===== src/rtl/sar_frame_controller.sv =====
// Frame sequencer for the pixel array and its SAR ADC.
// Runs erase, then expose, then a binary-search conversion of every row.
module sar_frame_controller #(
  parameter int rows          = 16,
  parameter int width         = 4,
  parameter int resolution    = 8,
  parameter int erase_cycles  = 5,
  parameter int expose_cycles = 255
) (
  input  logic                  clk,
  input  logic                  reset,
  input  logic                  start,
  input  logic                  cmp,
  output logic                  erase,
  output logic                  expose,
  output logic                  adc_enable,
  output logic [width:0]        decoder_select,
  output logic [resolution-1:0] dac_code,
  output logic [resolution-1:0] data_out,
  output logic                  data_valid,
  output logic                  busy,
  output logic                  done
);

  localparam logic [2:0] IDLE   = 3'd0;
  localparam logic [2:0] ERASE  = 3'd1;
  localparam logic [2:0] EXPOSE = 3'd2;
  localparam logic [2:0] SAMPLE = 3'd3;
  localparam logic [2:0] TRIAL  = 3'd4;
  localparam logic [2:0] STORE  = 3'd5;

  localparam int CMAX = (erase_cycles > expose_cycles) ?
                        erase_cycles : expose_cycles;
  localparam int CW   = $clog2(CMAX + 1);
  localparam int BW   = (resolution > 1) ? $clog2(resolution) : 1;
  localparam int RW   = width + 1;

  logic [2:0]            state;
  logic [CW-1:0]         cnt;
  logic [RW-1:0]         row;
  logic [BW-1:0]         bidx;
  logic [resolution-1:0] result;
  logic [resolution-1:0] held;
  logic [resolution-1:0] trial;
  logic                  last_row;
  logic                  in_conv;

  assign trial    = result | (resolution'(1) << bidx);
  assign last_row = (row == RW'(rows - 1));
  assign in_conv  = (state == SAMPLE) || (state == TRIAL) ||
                    (state == STORE);

  always_ff @(posedge clk or posedge reset) begin
    if (reset) begin
      state  <= IDLE;
      cnt    <= '0;
      row    <= '0;
      bidx   <= '0;
      result <= '0;
      held   <= '0;
    end else begin
      case (state)
        IDLE: begin
          if (start) begin
            state <= ERASE;
            cnt   <= '0;
            row   <= '0;
          end
        end
        ERASE: begin
          if (cnt == CW'(erase_cycles - 1)) begin
            state <= EXPOSE;
            cnt   <= '0;
          end else begin
            cnt <= cnt + 1'b1;
          end
        end
        EXPOSE: begin
          if (cnt == CW'(expose_cycles - 1)) begin
            state <= SAMPLE;
            cnt   <= '0;
            row   <= '0;
          end else begin
            cnt <= cnt + 1'b1;
          end
        end
        SAMPLE: begin
          result <= '0;
          bidx   <= BW'(resolution - 1);
          state  <= TRIAL;
        end
        TRIAL: begin
          // lower bits of result are still clear, so keeping trial is exact
          if (cmp) result <= trial;
          if (bidx == '0) state <= STORE;
          else bidx <= bidx - 1'b1;
        end
        STORE: begin
          held <= result;
          if (last_row) begin
            state <= IDLE;
          end else begin
            row   <= row + 1'b1;
            state <= SAMPLE;
          end
        end
        default: state <= IDLE;
      endcase
    end
  end

  assign erase          = (state == ERASE);
  assign expose         = (state == EXPOSE);
  assign adc_enable     = (state == SAMPLE) || (state == TRIAL);
  assign data_valid     = (state == STORE);
  assign done           = (state == STORE) && last_row;
  assign busy           = (state != IDLE);
  assign decoder_select = in_conv ? row : '0;
  assign dac_code       = (state == TRIAL) ? trial : '0;
  assign data_out       = (state == STORE) ? result : held;

endmodule


===== config.mk =====
export PLATFORM = sky130hd
export DESIGN_NAME = sar_frame_controller
export DESIGN_NICKNAME = d
export VERILOG_FILES = /design/src/rtl/sar_frame_controller.sv
export SDC_FILE = /design/constraint.sdc
export NUM_CORES = 1
export LEC_CHECK = 0
export CAP_MARGIN = 20
export CORE_MARGIN = 1
export CORE_UTILIZATION = 49
export CTS_CLUSTER_SIZE = 28
export DETAILED_ROUTE_END_ITERATION = 16
export PLACE_DENSITY = 0.76
export SYNTH_ARGS = -nofsm -noshare
export SYNTH_HDL_FRONTEND = slang
export SYNTH_SLANG_ARGS = --single-unit
export TNS_END_PERCENT = 10

===== constraint.sdc =====
create_clock -name clk -period 1.5 [get_ports clk]
set_input_delay 0.375 -clock clk [delete_from_list [all_inputs] [get_ports clk]]
set_output_delay 0.375 -clock clk [all_outputs]
set_load 0.01 [all_outputs]

==> flow_summary.json <==
{
  "grt_max_degree": 36,
  "final_worst_path_period_share_pct": 129.1,
  "gr-total-overflow": 0,
  "setup_viol": 54,
  "setup.worst_path.end_class": "primary output",
  "timing.critical_path.cells": "buf_6 -> nand3b_4 -> inv_4 -> buf_8 -> nand2_4 -> nand2_4 -> buf_6",
  "io_buffers": 30,
  "die_width_um": 66.97,
  "outcome": "finished, violations left",
  "reg2regPathDepth": 11,
  "antennaDiodeCount": 0,
  "wire_per_inst_um": 19.09,
  "synth.cell_area_um2": 2068,
  "final_cells": 392,
  "final_util_pct": 87.95,
  "tritoncts.num_buffers": 5,
  "maxClockFrequency_mhz": 516.4,
  "fp.dieH_um": 66.97,
  "final_layout_size_suffix_gt1_share_pct": 60.82,
  "critical_path.top_delay_family": "buffers and inverters",
  "number_of_instances_in_the_synthesized_netlist": 221,
  "via_count_of_the_routed_design": 2203,
  "postSynth.topFlopCell": "dfrtp_1",
  "place.detailed.instances": 346,
  "worst_clock_skew_ns": 0.01522,
  "hold_slack_ns": 0.4118,
  "crit_path_top_delay_cell": "dfrtp_1",
  "r2r-end": "held[6]",
  "rr_startpoint": "state[1]",
  "min_path_type": "in -> async",
  "grt_pass1_wl_mm": 9.811,
  "max_capacitance_violation_count": 0,
  "worstPathMaxFanout": 6,
  "cp_data_arrival_time_ns": 1.56,
  "detail_route.vias_per_cell": 5.620,
  "final_sum_of_negative_setup_slack_ns": -14.41,
  "drt_drc_violations_left": 0,
  "area_delta_synth_final_pct": 71.32,
  "final_nets": 355,
  "tritoncts_num_sinks": 35,
  "drt_iter0_drc": 139,
  "first_global_vias": 2159,
  "sequential_to_total_area_share_from_yosys_stat_pct": 42.35,
  "crit_required_ns": 1.12,
  "synth_enable_flop_cells": 0,
  "postSynthAreaPerCell_um2": 9.359,
  "cts_tree": "done",
  "drtPass1Iterations": 4,
  "drv_slew": 0,
  "synth_fp_nets": 235,
  "failed_checks": "negative setup slack",
  "worstSkewPairLatency_ns": 0.31,
  "yosysWarningCount": 0,
  "slew_headroom_pct": 77.28,
  "powerDensity_nw_per_um2": 1594,
  "synth_cell_types": 49,
  "groute.usage.overall_pct": 30.42,
  "fp-row-count": 23,
  "finalHoldViolCount": 0,
  "dp_hpwl_mm": 3.516,
  "cts.clk_slew.worst_paths_ns": 0.08,
  "final.min_clock_period_ns": 1.936,
  "postCtsHoldBufs": 0,
  "vdd_drop_max_uv": 1102,
  "gp_congestion": 0.8415,
  "ffs_w_async_s_r_synth_pct": 100.0,
  "cp.buffers_inverters": 4,
  "antenna_found_initial": 0,
  "cts_root_buffer": "clkbuf_8",
  "yosys_register_bits": 35,
  "worst_slack_ns": -0.4364,
  "floorplan.core_area_um2": 4029,
  "design_power_total_mw": 5.650,
  "h-tree-depth": 2,
  "slowest_delay_ns": 0.41,
  "reg2reg_slack_ns": -0.40,
  "ios": 31,
  "route.final.wire_length_mm": 7.483,
  "floorplan.die_area_um2": 4485,
  "floorplan.initialDensity_pct": 51.34,
  "critPathKind": "reg -> out",
  "rsz0062_at_grt": "true",
  "tightestPinTransition_ns": 0.3397,
  "antenna_violating_nets_post_route": 0,
  "power.static_leakage_nw": 1.799,
  "ctsLongestPathBuffers": 2,
  "timing.critical_path.from_type": "flip-flop"
}
## power by group
part | switching [mW] | leakage (nW) | internal (mW)
combinational | 1.65 | 1.27 | 1.67
sequential | 0.153 | 0.467 | 1.12
clock | 0.387 | 0.0644 | 0.663
total | 2.19 | 1.80 | 3.46
## layout by cell type, fill, tap and decap left out, types with 5 or more instances in the layout
master    netlist  final
mux2_2          8      7
inv_1          11      9
buf_6           3     30
dfrtp_1        35     34
nand2_2         0     15
nor2_1         16      7
nor2_2          2      6
a21oi_1        16      9
nand3_1         5      5
nand2_4         1      8
clkbuf_8        0      5
nor3_1          6      5
buf_4           3     71
a21oi_2         0      6
nor2_4          0      5
buf_2           2     11
nand2_1        45     23
## per-layer routing
layer / part of all wire [%] / vias up / GRT usage (%)
li1: - / 999 / -
met1: 36 / 1082 / 32.87
met2: 55 / 94 / 53.16
met3: 4.8 / 28 / 7.192
met4: 3.8 / 0 / 18.35
met5: 0 / - / 0
## kinds of logic (layout without fill, tap and decap cells)
kind of cell	after synthesis	after routing	synth area share, %
simple gates	96	97	24.02
mux	9	9	4.840
flops	35	35	42.35
compound gates	50	50	17.18
fa+ha+maj	10	10	6.050
buf+inv	21	141	5.566
## area by class of cell
cell class	count	area, µm²
Multi-Input combinational cell	166	1374
Timing Repair Buffer	122	1050
Sequential cell	35	877.1
Fill cell	187	485.5
Clock buffer	5	68.82
Clock inverter	3	67.56
Tap cell	50	62.56
Inverter	11	43.79
## cell usage after synthesis, types with 3 or more instances
library cell | number | area [µm²]
mux2_2 | 8 | 90.09
nand3_1 | 5 | 25.02
a21oi_1 | 16 | 80.08
nor2_1 | 16 | 60.06
o21ai_0 | 8 | 40.04
inv_1 | 11 | 41.29
buf_4 | 3 | 22.52
dfrtp_1 | 35 | 875.8
nand2_1 | 45 | 168.9
o31ai_1 | 3 | 22.52
o211ai_1 | 3 | 22.52
and2_1 | 4 | 25.02
ha_1 | 10 | 125.1
nor3_1 | 6 | 30.03
buf_6 | 3 | 33.78
o21a_1 | 3 | 22.52
nand2b_1 | 4 | 25.02
o22ai_1 | 4 | 25.02
## state kept, by name (all words and copies together), names as in the netlist
name and count:
row 5, result 8, cnt 8, bidx 3, state 3, held 8
## worst register-to-register path: stages, from the launching register on
cell and delay, ns:
dfrtp_1 0.41, buf_6 0.13, nand3b_4 0.22, buf_6 0.18
nand2_2 0.07, nand2_2 0.07, buf_4 0.13, buf_4 0.12
buf_4 0.12, buf_4 0.13, buf_4 0.12, buf_4 0.12
## worst max-delay path by stage
stage / endpoint / slack, ns / depth (start not counted) / start
floorplan: row[3] / -0.06 / 6 / row[0]
global placement: done / -0.44 / 6 / state[1]
detailed placement: dac_code[3] / -0.53 / 4 / state[1]
CTS: data_out[6] / -0.36 / 7 / state[1]
global route: data_out[3] / -0.50 / 7 / state[1]
finish: data_out[3] / -0.44 / 7 / state[1]
## what timing repair did
item,CTS,global route
pin swaps,19,16
gates resized for setup,147,67
gates cloned,1,0
setup endpoints to repair,50,55
buffers inserted,31,6
## metrics by stage
| step | setup slack [ns] | area, µm² |
|---|---|---|
| after detailed placement | -0.5256 | 2793 |
| final | -0.4364 | 3543 |
| after floorplan | -0.05911 | 2078 |
| after CTS | -0.3557 | 3273 |
| after global placement | -0.4409 | 2793 |
| after global routing | -0.4973 | 3543 |
No activity file was read; power rests on OpenSTA's default activity.
